`config.mk`:
```
export PLATFORM = sky130hd
export DESIGN_NAME = snn_io_bridge
export DESIGN_NICKNAME = d
export VERILOG_FILES = /design/src/rtl/snn_io_pkg.sv /design/src/rtl/snn_io_edge_sync.sv /design/src/rtl/snn_io_bridge.sv
export SDC_FILE = /design/constraint.sdc
export NUM_CORES = 1
export LEC_CHECK = 0
export BUFFER_PORTS_ARGS = -buffer_cell sky130_fd_sc_hd__buf_2
export CAP_MARGIN = 20
export CORE_MARGIN = 4
export CORE_UTILIZATION = 25
export DETAILED_ROUTE_END_ITERATION = 7
export PLACE_DENSITY_LB_ADDON = 0.08
export SETUP_SLACK_MARGIN = 0.05
export SLEW_MARGIN = 10
export SYNTH_ARGS = -nofsm -noshare
export SYNTH_HDL_FRONTEND = slang
export SYNTH_SLANG_ARGS = --single-unit
```
`constraint.sdc`:
```
create_clock -name wb_clk_i -period 4.09 [get_ports wb_clk_i]
set_input_delay 1.227 -clock wb_clk_i [delete_from_list [all_inputs] [get_ports wb_clk_i]]
set_output_delay 1.227 -clock wb_clk_i [all_outputs]
set_load 0.01 [all_outputs]
```
`src/rtl/snn_io_pkg.sv`:
```
// Shared constants for the SNN pad bridge: register word offsets, ID fields,
// reset values and the bus handshake state type.
package snn_io_pkg;

    // Register word index, taken from byte address bits [4:2]
    localparam logic [2:0] OFS_OUT      = 3'd0;
    localparam logic [2:0] OFS_OEB      = 3'd1;
    localparam logic [2:0] OFS_IN       = 3'd2;
    localparam logic [2:0] OFS_IRQ_MASK = 3'd3;
    localparam logic [2:0] OFS_IRQ_STAT = 3'd4;
    localparam logic [2:0] OFS_RISE_EN  = 3'd5;
    localparam logic [2:0] OFS_FALL_EN  = 3'd6;
    localparam logic [2:0] OFS_ID       = 3'd7;

    // ID register fields
    localparam logic [7:0] ID_MAGIC   = 8'h5B;
    localparam logic [7:0] ID_VERSION = 8'h01;

    // All pads come up as inputs (output-enable is active-low)
    localparam logic [31:0] OEB_RESET = 32'hFFFF_FFFF;

    // Bus handshake: idle, or presenting the single-cycle acknowledge
    typedef enum logic {
        BUS_IDLE = 1'b0,
        BUS_ACK  = 1'b1
    } bus_state_e;

endpackage

```
`src/rtl/snn_io_edge_sync.sv`:
```
// Per-pad two-flop synchroniser with a history flop and edge detection.
// Flops reset to 0, so a pad already high at reset release looks like a rise.
module snn_io_edge_sync #(
    parameter int unsigned N_IO = 16
) (
    input  logic            clk_i,
    input  logic            rst_ni,
    input  logic [N_IO-1:0] pad_i,
    input  logic [N_IO-1:0] rise_en_i,
    input  logic [N_IO-1:0] fall_en_i,
    output logic [N_IO-1:0] sync_o,
    output logic [N_IO-1:0] edge_o
);

    logic [N_IO-1:0] s1_q, s2_q, s3_q;

    // Shift asynchronous pad values through s1 -> s2, keep previous s2 in s3
    always_ff @(posedge clk_i or negedge rst_ni) begin
        if (!rst_ni) begin
            s1_q <= '0;
            s2_q <= '0;
            s3_q <= '0;
        end else begin
            s1_q <= pad_i;
            s2_q <= s1_q;
            s3_q <= s2_q;
        end
    end

    assign sync_o = s2_q;
    assign edge_o = (s2_q & ~s3_q & rise_en_i) | (~s2_q & s3_q & fall_en_i);

endmodule

```
`src/rtl/snn_io_bridge.sv`:
```
// Wishbone-slave GPIO/IRQ bridge: pad output/enable registers, synchronised
// input readback and edge interrupts folded onto N_IRQ level outputs.
module snn_io_bridge
    import snn_io_pkg::*;
#(
    parameter int unsigned N_IO      = 16,
    parameter int unsigned N_IRQ     = 3,
    parameter logic [31:0] BASE_ADDR = 32'h3000_0100,
    parameter logic [31:0] ADDR_MASK = 32'hFFFF_FFE0
) (
    input  logic             wb_clk_i,
    input  logic             wb_rst_ni,
    input  logic             wbs_cyc_i,
    input  logic             wbs_stb_i,
    input  logic             wbs_we_i,
    input  logic [3:0]       wbs_sel_i,
    input  logic [31:0]      wbs_adr_i,
    input  logic [31:0]      wbs_dat_i,
    output logic             wbs_ack_o,
    output logic [31:0]      wbs_dat_o,
    input  logic [N_IO-1:0]  io_in,
    output logic [N_IO-1:0]  io_out,
    output logic [N_IO-1:0]  io_oeb,
    output logic [N_IRQ-1:0] irq
);

    bus_state_e state_q, state_d;
    logic       req, in_win, wr_hit, rd_hit;
    logic [2:0] word_sel;

    logic [N_IO-1:0] lane_mask, wdata;
    logic [N_IO-1:0] out_q, out_d, oeb_q, oeb_d, mask_q, mask_d;
    logic [N_IO-1:0] stat_q, stat_d, rise_q, rise_d, fall_q, fall_d;
    logic [N_IO-1:0] pad_sync, pad_event;
    logic [31:0]     dat_q, dat_d, rd_word;
    logic [N_IRQ-1:0] irq_q, irq_d;
    logic [N_IRQ-1:0][N_IO-1:0] fold_terms;
    logic            unused_bus_bits;

    // Bus lanes above N_IO carry nothing for this block
    assign unused_bus_bits = ^{wbs_dat_i, wbs_sel_i};

    // A new request is only accepted while ack is low
    assign req      = wbs_cyc_i & wbs_stb_i & ~wbs_ack_o;
    assign in_win   = (wbs_adr_i & ADDR_MASK) == BASE_ADDR;
    assign wr_hit   = req & wbs_we_i & in_win;
    assign rd_hit   = req & ~wbs_we_i & in_win;
    assign word_sel = wbs_adr_i[4:2];
    assign wdata    = wbs_dat_i[N_IO-1:0];

    for (genvar gi = 0; gi < N_IO; gi++) begin : g_lane
        assign lane_mask[gi] = wbs_sel_i[gi/8];
    end

    snn_io_edge_sync #(.N_IO(N_IO)) u_edge_sync (
        .clk_i     (wb_clk_i),
        .rst_ni    (wb_rst_ni),
        .pad_i     (io_in),
        .rise_en_i (rise_q),
        .fall_en_i (fall_q),
        .sync_o    (pad_sync),
        .edge_o    (pad_event)
    );

    // Handshake state register
    always_ff @(posedge wb_clk_i or negedge wb_rst_ni) begin
        if (!wb_rst_ni) state_q <= BUS_IDLE;
        else            state_q <= state_d;
    end

    // Handshake next state: ack for exactly one cycle after a request
    always_comb begin
        state_d = state_q;
        case (state_q)
            BUS_IDLE: if (req) state_d = BUS_ACK;
            BUS_ACK:  state_d = BUS_IDLE;
            default:  state_d = BUS_IDLE;
        endcase
    end

    // Handshake outputs: read data travels with ack and is zero otherwise
    always_comb begin
        wbs_ack_o = (state_q == BUS_ACK);
        wbs_dat_o = dat_q;
    end

    // Register writes with byte-lane gating; new edges win over a W1C clear
    always_comb begin
        out_d  = out_q;
        oeb_d  = oeb_q;
        mask_d = mask_q;
        rise_d = rise_q;
        fall_d = fall_q;
        stat_d = stat_q;
        if (wr_hit) begin
            case (word_sel)
                OFS_OUT:      out_d  = (out_q  & ~lane_mask) | (wdata & lane_mask);
                OFS_OEB:      oeb_d  = (oeb_q  & ~lane_mask) | (wdata & lane_mask);
                OFS_IRQ_MASK: mask_d = (mask_q & ~lane_mask) | (wdata & lane_mask);
                OFS_RISE_EN:  rise_d = (rise_q & ~lane_mask) | (wdata & lane_mask);
                OFS_FALL_EN:  fall_d = (fall_q & ~lane_mask) | (wdata & lane_mask);
                OFS_IRQ_STAT: stat_d = stat_q & ~(wdata & lane_mask);
                default:      ;
            endcase
        end
        stat_d = stat_d | pad_event;
    end

    // Read mux, zero-extended to the bus width
    always_comb begin
        rd_word = '0;
        case (word_sel)
            OFS_OUT:      rd_word = 32'(out_q);
            OFS_OEB:      rd_word = 32'(oeb_q);
            OFS_IN:       rd_word = 32'(pad_sync);
            OFS_IRQ_MASK: rd_word = 32'(mask_q);
            OFS_IRQ_STAT: rd_word = 32'(stat_q);
            OFS_RISE_EN:  rd_word = 32'(rise_q);
            OFS_FALL_EN:  rd_word = 32'(fall_q);
            OFS_ID:       rd_word = {ID_MAGIC, 8'(N_IRQ), 8'(N_IO), ID_VERSION};
        endcase
        dat_d = rd_hit ? rd_word : '0;
    end

    // Pad p contributes to irq line p mod N_IRQ
    for (genvar gk = 0; gk < N_IRQ; gk++) begin : g_irq
        for (genvar gi = 0; gi < N_IO; gi++) begin : g_pad
            if ((gi % N_IRQ) == gk) begin : g_hit
                assign fold_terms[gk][gi] = stat_q[gi] & mask_q[gi];
            end else begin : g_miss
                assign fold_terms[gk][gi] = 1'b0;
            end
        end
        assign irq_d[gk] = |fold_terms[gk];
    end

    // Register file, read data and folded irq state
    always_ff @(posedge wb_clk_i or negedge wb_rst_ni) begin
        if (!wb_rst_ni) begin
            out_q  <= '0;
            oeb_q  <= OEB_RESET[N_IO-1:0];
            mask_q <= '0;
            stat_q <= '0;
            rise_q <= '0;
            fall_q <= '0;
            dat_q  <= '0;
            irq_q  <= '0;
        end else begin
            out_q  <= out_d;
            oeb_q  <= oeb_d;
            mask_q <= mask_d;
            stat_q <= stat_d;
            rise_q <= rise_d;
            fall_q <= fall_d;
            dat_q  <= dat_d;
            irq_q  <= irq_d;
        end
    end

    assign io_out = out_q;
    assign io_oeb = oeb_q;
    assign irq    = irq_q;

endmodule

```
# Word level (Yosys, flattened, before mapping)
# Cells that the tools add are included.
# classes
n_eq_ne,8
muxes,6
n_bitwise,46
reduce_logical,9
# ops
op,n
case mux 32 bit (8 select lines),1
bitwise AND 16 bit,11
bitwise OR 16 bit,7
NOT 16 bit,4
2-to-1 mux 16 bit,2
2-to-1 mux 32 bit,1
== test 27 x 25 -> 1 bit (second input constant),1
bitwise AND 1 bit,22
== test 3 bit (second input constant),4
AND reduction 2 bit,5
OR reduction 5 bit,2
== test 3 x 2 -> 1 bit (second input constant),2
OR reduction 6 bit,1
== test 3 x 1 -> 1 bit (second input constant),1
zero test 3 bit,1
NOT 1 bit,2
case mux 1 bit (2 select lines),1
2-to-1 mux 1 bit,1
# word_totals
reg_bits,180
input_bits,89
out_inout_bits,68
word_cells,81

# Logic depth before layout (Yosys ltp)
# depth
depth_word,6
depth_mapped,6
mapped_depth_nobuf,4

# Modules after synthesis
# From an unflattened synthesis, not the netlist that was laid out.
# hier_totals
hier_cells,573
hier_area_um2,7324.5
# modules_own_cells
module,n_inst,cells_each,area_per_inst_um2
snn_io_bridge,1,477,5803.1
snn_io_edge_sync,1,96,1521.5

# Worst setup path after synthesis
# No wires, ideal clock.
# synth_path
path_kind,in2reg
start,input port wbs_adr_i[17]
end,register (tool-made name)
setup_ns,0.125
t_arrival_ns,3.004
required_time_ns,3.965
path_slack_ns,0.961
cell_stages,5
n_path_buf,1
cell_sequence,nor4_2 nand4_4 buf_2 nor4_4 mux2_2
# synth_lines
element,line_no,text
"start, declared",snn_io_bridge.sv:17,"input logic [31:0] wbs_adr_i,"

==> metrics <==
run status=complete, no violations; Peak VDD IR=249 uV; hold-fix buffers at CTS=0; clk_skew=0.00825 ns; pin count of the biggest net entering global routing=89; startpoint types=input pin; GRT Util Overall=14.2%; ANT nets after route=0; total wire length=22,100 um; CP max FO=19; first-pass GRT wire length=33,900 um; Commonest cells post-synth=149 x dfrtp_1, 86 x mux2_2, 47 x nand2_1, 37 x nor2_1, 18 x mux2i_1; CTS-repair resized insts=0; Worst-path clk slew=0.07 ns; Worst Path Buf+Inv=3; clk sink count=165; RSZ-0062 raised after global routing=false; DP HPWL=15,400 um; synthesized area=7310 sq um; Final Hold Fails=0; count leader, synth=dfrtp_1; slowest stage delay, CP=0.49 ns; Max Fclk=0.330 GHz; io pins=157; sequential area share after synthesis=56.8%; Worst Path Arrival=3.34 ns; Area Overhead vs Synth=25.1%; fin crit share=74.0%; crit path kind=in2reg; Area after DPL=8520 sq um; Slowest-stage cell, CP=nor4_4; vias in the first global route=5,403; Leak=4.32 nW; worst path cell trace=buf_2, nor4b_4, nand4_4, buf_12, nor4_4, buf_4, mux2_2; top area cells in the synthesized netlist=dfrtp_1 51%, mux2_2 13%, dfstp_2 5.8%; Post-synth EDFFs=0; max-slew violations=0; Chip Height=179 um; Multi-input gate area=2940 sq um; Tmin final=3.03 ns; GPL Wtd Cong=0.781; Min-Delay Path Class=reg2reg; Syn Inst Count=554; Antenna Diode Count=0; post-synth top area share=51.0%; initial detailed-routing violation count=267; Synth area leader=dfrtp_1; PortBufs=127; Core Box Area=28,800 sq um; placed cells=1,067; relative slew slack=56.0%; Post-synth ARST share=100%; # nets final=791; H-tree depth=4; CTS tree=yes; max cap viols=0; # DRC=0; later-pin clock latency in the skew report=0.42 ns; synth warn=0; die footprint=32,000 sq um; setup TNS=0 ns; Vias=5,086; first-pass iteration count of the detailed router=5; Root Buffer Master=clkbuf_16; post-DR vias/cell=4.63; FP Rows=62; Unique masters post-synth=45; Num CTS Buffers=17; total grt overflow=0; initial antenna violation count=0; cell family with most CP delay=simple AND/OR/NAND/NOR gates; CP required=4.40 ns; Layout fillers=2,918; die width=179 um; starting density of the core=25.4%; Mapped Avg Cell Area=13.2 sq um; worst-margin pin slew=0.660 ns; Post-synth top flop=dfrtp_1; register bit total from synthesis=165; fin area=9140 sq um; Max clock buf depth=2; FF/Latch Area=4150 sq um; crit end category=flop; pwr dens=391 nW/um^2; Setup-failing EPs final=0; postcts setup bufs=0; share of layout cells above drive strength 1=45.3%; drt wl/cell=20.1 um; Finished Layout Cells=1,099
## final cells by class
class                   instances  area share [%]
clock buffers                  22            5.19
clock inverters                10            1.57
inverters                       6           0.246
multi-input cells             350            32.2
flip-flops and latches        165            45.4
well taps                     384            5.26
repair buffers                162            10.2
## final timing paths
check | start | to | slack [ns] | cells after the start
min in group asynchronous | wb_rst_ni | wbs_dat_o[11] | 0.73 | 1
hold / removal | u_edge_sync.s1_q[4] | u_edge_sync.sync_o[4] | 0.35 | 0
hold reg to reg | u_edge_sync.s1_q[4] | u_edge_sync.sync_o[4] | 0.35 | 0
max in group asynchronous | wb_rst_ni | async pin | 2.49 | 2
setup reg to reg | wbs_ack_o | flop | 1.83 | 6
setup / recovery | wbs_adr_i[15] | flop | 1.06 | 7
## cells by family (layout without fill, tap and decap cells)
logic type	after synthesis	count (layout)	share of synthesized area (%)
compound gates	102	102	11.4
mux	104	104	15.7
buf+inv	47	200	3.44
other cells	1	9	0.0513
simple gates	135	135	12.6
flops	165	165	56.8
## report_power, final
group	total (mW)	switching [mW]	internal [mW]	leakage, nW
Sequential	1.67	0.0154	1.66	2.05
Combinational	0.214	0.141	0.0728	1.96
Clock	1.69	0.672	1.02	0.305
Total	3.58	0.829	2.75	4.32
## routing by layer
layer	share of wire, %	global-route usage (%)
met5	0	0
met4	1.2	3.39
met3	4.8	2.97
met2	49	23.3
met1	45	19.2
## through the flow
step                power, mW  util (%)  setup slack [ns]  hold slack [ns]
finish                   3.58      31.8              1.06            0.350
global route             3.72      31.8              1.03            0.355
CTS                      3.65      31.8              1.06            0.350
detailed placement       1.92      29.6             0.609            0.336
global placement         1.92      29.6             0.634            0.335
floorplan                1.79         -             0.961            0.331
## cells in the final DEF, fill, tap and decap left out, drive strengths merged, types with 5 or more instances in the layout
cell     count
clkinv       6
nand2       47
a22oi        8
nand3        5
mux2        86
a2bb2oi      8
clkbuf      22
a211oi       9
mux2i       18
dfrtp      149
nor4        15
a21oi       12
nor2        37
nand3b      14
o41ai       16
o211ai      16
a2111oi     10
buf        162
dfstp       16
o21ai        6
conb         9
inv          7
nor2b        5
a21o         5
(Power assumes the default switching activity.)
